===== src/rtl/pipe_stage_reg.sv =====
// pipe_stage_reg: valid/ready inter-stage pipeline register with synchronous flush.
// Define PIPE_SKID_EN to add a skid entry that registers in_ready (capacity 2).
module pipe_stage_reg #(
    parameter int WIDTH = 64,
    parameter int PC_W  = 32
) (
    input  logic             clk,
    input  logic             rst,
    input  logic             flush,
    input  logic             in_valid,
    output logic             in_ready,
    input  logic [PC_W-1:0]  in_pc,
    input  logic [WIDTH-1:0] in_data,
    output logic             out_valid,
    input  logic             out_ready,
    output logic [PC_W-1:0]  out_pc,
    output logic [WIDTH-1:0] out_data
);
    logic             m_valid;
    logic [PC_W-1:0]  m_pc;
    logic [WIDTH-1:0] m_data;
    logic             in_xfer;
    logic             out_xfer;

    assign out_valid = m_valid;
    assign out_pc    = m_pc;
    assign out_data  = m_data;
    assign in_xfer   = in_valid && in_ready;
    assign out_xfer  = m_valid && out_ready;

`ifdef PIPE_SKID_EN
    logic             s_valid;
    logic [PC_W-1:0]  s_pc;
    logic [WIDTH-1:0] s_data;

    assign in_ready = !s_valid;

    // S only fills when M is stuck, so draining S into M preserves beat order
    always_ff @(posedge clk or negedge rst) begin
        if (!rst) begin
            m_valid <= 1'b0;
            m_pc    <= '0;
            m_data  <= '0;
            s_valid <= 1'b0;
            s_pc    <= '0;
            s_data  <= '0;
        end else if (flush) begin
            m_valid <= 1'b0;
            m_pc    <= '0;
            m_data  <= '0;
            s_valid <= 1'b0;
            s_pc    <= '0;
            s_data  <= '0;
        end else if (s_valid) begin
            if (out_xfer) begin
                m_pc    <= s_pc;
                m_data  <= s_data;
                s_valid <= 1'b0;
            end
        end else if (in_xfer && m_valid && !out_ready) begin
            s_valid <= 1'b1;
            s_pc    <= in_pc;
            s_data  <= in_data;
        end else if (in_xfer) begin
            m_valid <= 1'b1;
            m_pc    <= in_pc;
            m_data  <= in_data;
        end else if (out_xfer) begin
            m_valid <= 1'b0;
        end
    end
`else
    assign in_ready = !m_valid || out_ready;

    always_ff @(posedge clk or negedge rst) begin
        if (!rst) begin
            m_valid <= 1'b0;
            m_pc    <= '0;
            m_data  <= '0;
        end else if (flush) begin
            m_valid <= 1'b0;
            m_pc    <= '0;
            m_data  <= '0;
        end else if (in_xfer) begin
            m_valid <= 1'b1;
            m_pc    <= in_pc;
            m_data  <= in_data;
        end else if (out_xfer) begin
            m_valid <= 1'b0;
        end
    end
`endif
endmodule

===== config.mk =====
export PLATFORM = sky130hd
export DESIGN_NAME = pipe_stage_reg
export DESIGN_NICKNAME = d
export VERILOG_FILES = /design/src/rtl/pipe_stage_reg.sv
export SDC_FILE = /design/constraint.sdc
export NUM_CORES = 1
export LEC_CHECK = 0
export ABC_AREA = 1
export BUFFER_PORTS_ARGS = -buffer_cell sky130_fd_sc_hd__clkbuf_2
export CORE_MARGIN = 2
export CORE_UTILIZATION = 47
export DETAILED_ROUTE_END_ITERATION = 10
export PLACE_DENSITY = 0.93
export SKIP_LAST_GASP = 1
export SYNTH_ARGS = -nofsm -noshare
export SYNTH_HDL_FRONTEND = slang
export SYNTH_SLANG_ARGS = --single-unit
export TNS_END_PERCENT = 20

===== constraint.sdc =====
create_clock -name clk -period 1.4 [get_ports clk]
set_clock_uncertainty 0.05 [all_clocks]
set_input_delay 0.07 -clock clk [delete_from_list [all_inputs] [get_ports clk]]
set_output_delay 0.07 -clock clk [all_outputs]
set_load 0.01 [all_outputs]

# Word level (Yosys, flattened, before mapping)
# Cells that the tools add are included.
# classes
n_mux,7
n_reduce_logical,6
# ops
op,n
two-way mux 64 bit,2
two-way mux 32 bit,2
two-way mux 1 bit,3
nonzero test 3 bit,1
logical AND 1 bit,2
nonzero test 2 bit,1
zero test 1 bit,1
logical OR 1 bit,1
# totals
reg_bits,97
elab_cells,16

# Depth between registers and ports, before layout
# Gate-level depths: netlist (run 1).
# depth
depth_word,5
depth_mapped,7
ltp_nobuf,5

# Worst setup path before layout (run 1)
# Ideal clock, no wire load.
# synth_timing
path_kind,register -> register
start,"register m_valid, in the netlist out_valid"
end,"register m_data[45], in the netlist out_data[45]"
t_arrival_ns,0.995
required_time_ns,1.232
path_slack_ns,0.238
path_stages_with_launch,7
path_buffers,2
cell_sequence,dfrtp_1 > nand2_4 > nand2_4 > buf_6 > buf_4 > nand3_1 > nand2_1
# synth_via
elab_chain_len,4
# synth_rtl
element,line,text
from (decl),19,logic m_valid;
from (signal assigned),77,m_valid <= 1'b0;
from (signal assigned),81,m_valid <= 1'b0;
from (signal assigned),85,m_valid <= 1'b1;
zero test 1 bit,73,assign in_ready = !m_valid || out_ready;
logical OR 1 bit,73,
logical AND 1 bit,28,assign in_xfer = in_valid && in_ready;
nonzero test 2 bit (no source line),--,
to (signal assigned),87,m_data <= in_data;
to (decl),21,logic [WIDTH-1:0] m_data;
# No other way between the ends.
# A chain may end at the register's enable or synchronous reset.

# Worst setup path after layout (run 1)
# layout_timing
start,"register m_valid, in the netlist out_valid"
end,output port in_ready
# layout_via
elab_chain_len,2
# layout_rtl
element,line,text
zero test 1 bit,73,
logical OR 1 bit,73,
to (decl),11,"output logic in_ready,"
# No other way between the ends.

==> results of run 1 <==
## final cells by class
| type | count | area share [%] |
|---|---|---|
| repair buffers | 312 | 33.3 |
| clock buffers | 12 | 2.39 |
| clock inverters | 4 | 1.16 |
| multi-input cells | 291 | 23.4 |
| flip-flops and latches | 97 | 37.4 |
| inverters | 3 | 0.251 |
| well taps | 108 | 2.08 |
## cells in the final DEF (no fill, tap or decap), drive strengths merged
cell type | netlist | layout
a21oi | 1 | 1
nand2 | 98 | 98
dfrtp | 97 | 97
clkinvlp | 0 | 2
nand4 | 96 | 96
buf | 44 | 18
dlygate4sd3 | 0 | 98
nand3 | 96 | 96
clkbuf | 8 | 208
inv | 3 | 3
bufinv | 0 | 2
## worst max-delay path, cell delays in order, from the launching register on
cell and delay [ns]:
dfrtp_1 0.42, nand2_4 0.13, buf_12 0.20, clkbuf_2 0.16
## sequential cells by signal (all words and copies together), names as in the netlist
register   count
out_data      64
out_pc        32
out_valid      1
## kinds of logic (layout without fill, tap and decap cells)
| group | Yosys count | after routing | synth area share [%] |
|---|---|---|---|
| compound gates | 1 | 1 | 0.118 |
| simple gates | 290 | 290 | 35.7 |
| flops | 97 | 97 | 57.2 |
| buf+inv | 55 | 331 | 6.99 |
## per-stage QoR
| stage | hold WS (ns) | cells |
|---|---|---|
| final | 0.0839 | 827 |
| after global placement | 0.108 | 713 |
| after detailed placement | 0.119 | 713 |
| after floorplan | -0.276 | 443 |
| after CTS | 0.0702 | 827 |
| after global routing | 0.0875 | 827 |
## timing repair
action,in CTS,in global routing
hold buffers,98,0
resized for setup,3,1
pin swaps,0,0
endpoints found under the setup margin,1,41
endpoints found under the hold margin,194,0
## Yosys cell counts
cell type  count
dfrtp_1       97
nand2_1       96
nand4_1       96
nand3_1       86
buf_2         36
nand3_2       10
clkbuf_1       8
buf_4          4
buf_6          4
inv_2          2
nand2_4        2
a21oi_1        1
inv_1          1
## power groups by stage
stage | combinational (uW) | sequential, uW | clock [uW]
after detailed placement | 928 | 3120 | 0
after CTS | 1150 | 3070 | 2100
final | 1170 | 3070 | 2070
after floorplan | 392 | 3190 | 0
after global routing | 1270 | 3100 | 2210
after global placement | 895 | 3120 | 0
## metal layers
layer  vias up  GRT usage [%]  wire (um)
li1       2123              -          -
met5         -              0          0
met4         0           11.4        570
met3        57           6.24        937
met1      2222           33.0       5080
met2       269           49.5       7260
## worst max path at each step
stage                          from            to  slack [ns]  cells after the start
after floorplan           out_valid  out_data[45]        0.24                      6
after global placement    out_valid  out_data[52]        0.15                      5
final                     out_valid      in_ready        0.02                      3
after detailed placement  out_valid    out_pc[28]        0.05                      5
after CTS                 out_valid      in_ready       0.007                      3
after global routing      out_valid      in_ready       -0.06                      3
==> run metrics, run 1 <==
internal power 4610 uW; register bit total from synthesis 97; Ports 199; Max-slew headroom 65.4%; worst-case clock buffer depth 2; Worst-path clk slew 0.08 ns; Max Freq 0.724 GHz; PD cells 973 mW/mm2; Logic pwr share 18.5%; Final WS setup 0.0189 ns; CP required 1.28 ns; maxcap violations 0; ant diodes 0; R2R cell count 5; area of the multi-input gates 0.00152 mm2; first-pass GRT wire length 22100 um; CTS tree done; Worst-Margin Slew 0.520 ns; initial core utilization 48.7%; Hold Crit Endpoint out_pc[22]; I/O Buffers 198; CP endpoint kind primary output; vias in the first global route 4588; critical path type register to primary output; die span in y 99.0 um; Hold Violations, Final 0; Reg-to-Reg Start out_valid; Yosys top cell by area dfrtp_1; setup slack, reg-to-reg 0.14 ns; Net Sw Power 1700 uW; sequential share of power 48.7%; Post-CTS Setup Bufs 0; final instance area 0.00649 mm2; final RePlAce weighted congestion 0.820; sequential area share after synthesis 57.2%; Slew Limit Fails 0; Tcrit/Tclk final 98.6%; via count 4671; Yosys top cell area share 57.2%; RSZ-0062 raised after global routing yes; final worst path period need 1.38 ns; CTS Sinks 97; Post-DP Area 0.00526 mm2; Switching Fraction 26.9%; register area 0.00243 mm2; Final setup violation count 0; CP Launch Type register; placed wire-length estimate 7790 um; critical path arrival 1.26 ns; die area 0.00980 mm2; clock root cell clkbuf_8; TNS Setup 0 ns; FP Rows 34; largest net degree at the start of global routing 98; worst reg2reg endpoint out_pc[31]; GRT Overall Usage 28.0%; Synth area leaders dfrtp_1, nand4_1, nand3_1; Avg WL per Cell 16.7 um; die width 99.0 um; clock latency on the worst-skew pair 0.34 ns; via/cell ratio 5.65; Worst VDD drop 0.593 mV; cells after synthesis 443; Worst Hold Class input port to register; DRC Markers 0; Worst Hold Depth 5; net count after synthesis 544; GRT Residual Overflow 0; Overall Power 6310 uW; layout cells sized above 1 33.8%; Finished Core Util 74.4%; Netlist cell types 13; ANT nets after route 0; drt total wl 13900 um; Avg Cell Area, Syn 9.58 um2; core area 0.00872 mm2; Synth warnings 0; post-synthesis instance area 0.00424 mm2; worst hold start out_ready; Nets 815; # fillers 566; Max FO, Critical Path 37; Clock power frac 32.7%; initial antenna violation count 0; CTS H-tree lvls 3; Area Growth Syn to Fin 52.9%; Initial DRC Count 331; worst slack, placed 0.0515 ns; CTS Buf Count 9; leakage power 0.00358 uW; status completed; drt pass-1 iters 5
(Power assumes the default switching activity.)
==> run 2: changes to the inputs <==
CORE_UTILIZATION = 50   (was 47)
PLACE_DENSITY = 0.95   (was 0.93)
SETUP_SLACK_MARGIN = 0.02   (was unset)
clock period = 1.77 ns   (was 1.4 ns; I/O delays follow)
==> run 2 against run 1 <==
  * Utilization increased by 4.3 points
  * Critical path depth increased by 3
  * Sequential power decreased by 21%
  * Final cell count decreased by 1.2%
  * Hold slack got worse by 0.057 ns
  * First-iteration DRC count increased by 19%
  * Clock power decreased by 24%
  * Total power decreased by 21%
  * Critical endpoint is now out_data[49]
  * Non-clock buffer count decreased by 6
  * Cell area decreased by 0.39%
  * Setup slack improved by 0.29 ns
==> run metrics, run 2 (synthesized netlist as in run 1, its figures left out) <==
status completed; # resized after CTS 0; ant diodes 0; drt pass-1 iters 6; clock latency on the worst-skew pair 0.34 ns; RSZ-0062 raised after global routing no; worst-case clock buffer depth 2; max FFs per register 64; Nets 809; largest net degree at the start of global routing 95; ANT nets after route 0; Worst-path clk slew 0.10 ns; critical path arrival 1.69 ns; first-pass GRT wire length 21700 um; Max Freq 0.686 GHz; maxcap violations 0; Tcrit/Tclk final 82.4%; core area 0.00822 mm2; most frequent cells in the layout clkbuf_2, dlygate4sd3_1, dfrtp_1; die area 0.00924 mm2; TNS Setup 0 ns; CTS Sinks 97; DRC Markers 0; register area 0.00243 mm2; layout cells sized above 1 33.3%; Initial DRC Count 395; PD cells 767 mW/mm2; drt total wl 14300 um; via/cell ratio 5.76; crit-path cells dlygate4sd3_1, clkbuf_2, inv_6, buf_12, nand4_1, nand2_1; Final setup violation count 0; sequential share of power 49.1%; die width 96.1 um; GRT Residual Overflow 0; CP required 2.00 ns; Avg WL per Cell 17.5 um; Max FO, Critical Path 53; commonest non-fill, non-tap cell in the layout clkbuf_2; Ports 199; Slowest cell on crit path dlygate4sd3_1; Hold Violations, Final 0; vias in the first global route 4544; Worst-Margin Slew 0.505 ns; Hold-fix buffers, CTS 98; Worst Hold Class input port to async pin; initial antenna violation count 0; critical path type input port to register; CP Launch Type input port; worst reg2reg endpoint out_pc[26]; Reg-to-Reg Start out_valid; CP peak stage delay 0.57 ns; leakage power 0.00356 uW; Switching Fraction 27.4%; Worst VDD drop 0.532 mV; FP Rows 33; die span in y 96.1 um; setup slack, reg-to-reg 0.41 ns; clock root cell clkbuf_8; Slew Limit Fails 0; GRT Overall Usage 30.6%; internal power 3600 uW; area of the multi-input gates 0.00152 mm2; placed wire-length estimate 7540 um; Clock power frac 31.9%; final worst path period need 1.46 ns; initial core utilization 51.6%; I/O Buffers 198; CP endpoint kind register; Post-CTS Setup Bufs 0; hold_ws 0.0272 ns; # fillers 506; Net Sw Power 1360 uW; CTS Buf Count 9; via count 4709; Area Growth Syn to Fin 52.3%; CTS H-tree lvls 3; Max-slew headroom 66.3%; Logic pwr share 19.0%; CTS tree done; R2R cell count 4; final RePlAce weighted congestion 0.794
run 2: how the worst max path moves through the flow:
stage               startpoint            to  slack [ns]
floorplan            out_valid  out_data[45]        0.61
global placement     out_valid  out_data[62]        0.53
detailed placement   out_valid     out_pc[1]        0.48
CTS                  out_valid      in_ready        0.33
global route             flush  out_data[49]        0.26
finish                   flush  out_data[49]        0.31
run 2: cell type report:
class / instances / area share (%)
inverters: 3 / 0.252
clock inverters: 5 / 1.24
well taps: 105 / 2.03
flip-flops and latches: 97 / 37.6
clock buffers: 10 / 2.13
repair buffers: 306 / 33.3
multi-input cells: 291 / 23.5
run 2: through the flow:
step | cell area [um2] | setup WS, ns | cells | power, uW | util [%]
3_3_place_gp | 5270 | 0.529 | 704 | 3180 | 64.1
4_1_cts | 6460 | 0.333 | 817 | 4940 | 78.7
3_5_place_dp | 5270 | 0.477 | 704 | 3210 | 64.1
2_1_floorplan | 4240 | 0.608 | 443 | 2840 | -
5_1_grt | 6460 | 0.262 | 817 | 5160 | 78.7
6_report | 6460 | 0.311 | 817 | 4960 | 78.7
run 2: metal layers:
layer	vias to the layer above	track usage, %	routed length, um
met2	321	51.9	7330
met4	0	16.7	633
met5	-	0	0
li1	2111	-	-
met3	63	6.97	1150
met1	2214	35.9	5170
run 2: worst max-delay path: cells and delay by family:
family                 cells  cell delay [ns]
buffers and inverters      4             1.32
and+or+nand+nor            2             0.25
run 2: power by group through the flow:
stage / logic [uW] / clock network (uW) / registers [uW]
floorplan: 310 / 0 / 2520
global placement: 717 / 0 / 2460
detailed placement: 740 / 0 / 2470
CTS: 913 / 1600 / 2430
global route: 1020 / 1690 / 2450
finish: 941 / 1580 / 2430
==> run 3: changes to the inputs <==
ABC_AREA = 0   (was 1)
CORE_UTILIZATION = 44   (was 50)
PLACE_DENSITY = 0.89   (was 0.95)
clock period = 1.18 ns   (was 1.77 ns; I/O delays follow)
==> run 3 against run 2 <==
  * The run now ends with setup timing left
  * Sequential power grew 49%
  * Non-clock buffer count grew 24
  * Flip-flop and latch count is the same
  * Largest power group unchanged
  * Die area grew 30%
  * Total power grew 58%
  * Setup slack lost 0.43 ns
  * Highest routed layer unchanged
==> run metrics, run 3 <==
status finished with violations; violated checks setup timing; leakage power 0.00363 uW; Initial DRC Count 445; drt total wl 16300 um; CP peak stage delay 0.43 ns; Ports 199; cells after synthesis 442; CP endpoint kind register; layout cells sized above 1 48.4%; max FFs per register 64; CTS Sinks 97; drt pass-1 iters 4; FP Rows 38; Synth area leaders dfrtp_1, a21bo_1, a21oi_2; Switching Fraction 28.0%; maxcap violations 0; GRT Overall Usage 25.5%; placed wire-length estimate 8660 um; Max-slew headroom 81.9%; Net Sw Power 2190 uW; core area 0.0108 mm2; Synth warnings 0; final worst path period need 1.30 ns; Max FO, Critical Path 14; critical path type register to register; final RePlAce weighted congestion 0.766; Yosys top cell by area dfrtp_1; Avg WL per Cell 18.7 um; Post-synth EDFFs 0; die width 110 um; commonest non-fill, non-tap cell in the layout clkbuf_2; Final WS setup -0.119 ns; hold_ws 0.0202 ns; largest net degree at the start of global routing 62; ANT nets after route 0; CP Buf/Inv Count 2; net count after synthesis 543; CTS tree done; Clock power frac 30.9%; sequential share of power 46.3%; cell family with most CP delay flip-flops; die span in y 110 um; clock latency on the worst-skew pair 0.34 ns; die area 0.0120 mm2; Worst Hold Class input port to async pin; RSZ-0062 raised after global routing yes; Slew Limit Fails 0; TNS Setup -5.70 ns; via/cell ratio 5.42; critical path arrival 1.52 ns; Yosys top cell area share 49.6%; CTS Buf Count 9; ys async rst share 100%; Nets 831; Slowest cell on crit path dfrtp_2; PD cells 1030 mW/mm2; GRT Residual Overflow 0; Finished Core Util 70.1%; Worst-path clk slew 0.10 ns; Max Freq 0.770 GHz; cell mode on critical path buf_6; Avg Cell Area, Syn 11.1 um2; vias in the first global route 4931; Worst-Margin Slew 0.272 ns; post-synthesis instance area 0.00490 mm2; initial antenna violation count 0; Synth Flop Type dfrtp_1; Area Growth Syn to Fin 55.1%; DRC Markers 0; Tcrit/Tclk final 110%; Logic pwr share 22.8%; Worst VDD drop 0.680 mV; commonest cells in the netlist dfrtp_1, nand3_1, a21bo_1, a21oi_2, a21oi_1; CP required 1.40 ns; CP Launch Type register; Final setup violation count 97; Overall Power 7810 uW; initial core utilization 45.2%; internal power 5630 uW; via count 4740; worst-case clock buffer depth 2; Post-Layout Cell Count 875; first-pass GRT wire length 23800 um; crit-path cells nand2b_4, buf_6, buf_6, a21bo_2, a21oi_1; dpl cells 747; clock root cell clkbuf_8; sequential area share after synthesis 49.6%; Hold Violations, Final 0; ant diodes 0; most frequent cells in the layout clkbuf_2, dlygate4sd3_1, dfrtp_1; I/O Buffers 198; Netlist cell types 12; count leader, synth dfrtp_1; CTS H-tree lvls 3; register bit total from synthesis 97
-- run 3: logic make-up after synthesis --
family	after synthesis	synth area share, %
AOI/OAI and AO/OA	193	34.3
and+or+nand+nor	97	10.1
DFF	97	49.6
buffers and inverters	55	6.06
-- run 3: cell type report --
class                      count  area, um2
timing repair buffer         330       2520
clock inverter                 7        101
tap                          140        175
multi-input combinational    291       2250
sequential                    97       2430
inverter                       1       3.75
clock buffer                   9        124
fill                         733       3240
-- run 3: worst reg2reg max path: stages, from the launching register on --
cell and delay [ns]:
dfrtp_2 0.43, nand2b_4 0.10, buf_6 0.13, buf_6 0.14
a21bo_2 0.22, a21oi_1 0.16
-- run 3: metal layers --
metal / track usage [%] / wire (um) / up-vias
met4: 13.1 / 556 / 0
met5: 0 / 0 / -
met2: 46.1 / 8680 / 199
met3: 4.80 / 808 / 45
met1: 28.3 / 6280 / 2342
li1: - / - / 2154
-- run 3: power groups by stage --
stage	sequential (uW)	combinational (uW)	clock, uW
final	3620	1780	2420
after global routing	3640	1920	2620
after CTS	3610	1660	2490
after detailed placement	3670	1350	0
after global placement	3660	1300	0
after floorplan	3740	695	0
-- run 3: repair_timing --
action                                 4_1_cts  5_1_grt
pin swaps                                    0        7
cloned                                       2        5
setup endpoints to repair                   88       97
hold buffers                                98        0
setup buffers                                7        0
endpoints found under the hold margin      193        0
gates resized for setup                      5       22
-- run 3: worst paths after layout --
check                            start      endpoint  slack, ns  depth (start not counted)
max in group asynchronous          rst    out_pc[31]       0.57                          3
setup / recovery             out_valid    out_pc[22]      -0.12                          5
setup reg to reg             out_valid    out_pc[22]      -0.12                          5
hold reg to reg            out_data[5]   out_data[5]       0.59                          2
hold / removal                     rst  out_data[38]       0.02                          2
min in group clk              in_valid    out_pc[25]       0.02                          3
-- run 3: per-stage QoR --
step                      setup WS, ns  area (um2)
after floorplan                -0.0561        4960
after global placement         -0.0414        6060
after detailed placement        -0.144        6060
after CTS                       -0.128        7390
after global routing            -0.153        7600
final                           -0.119        7600
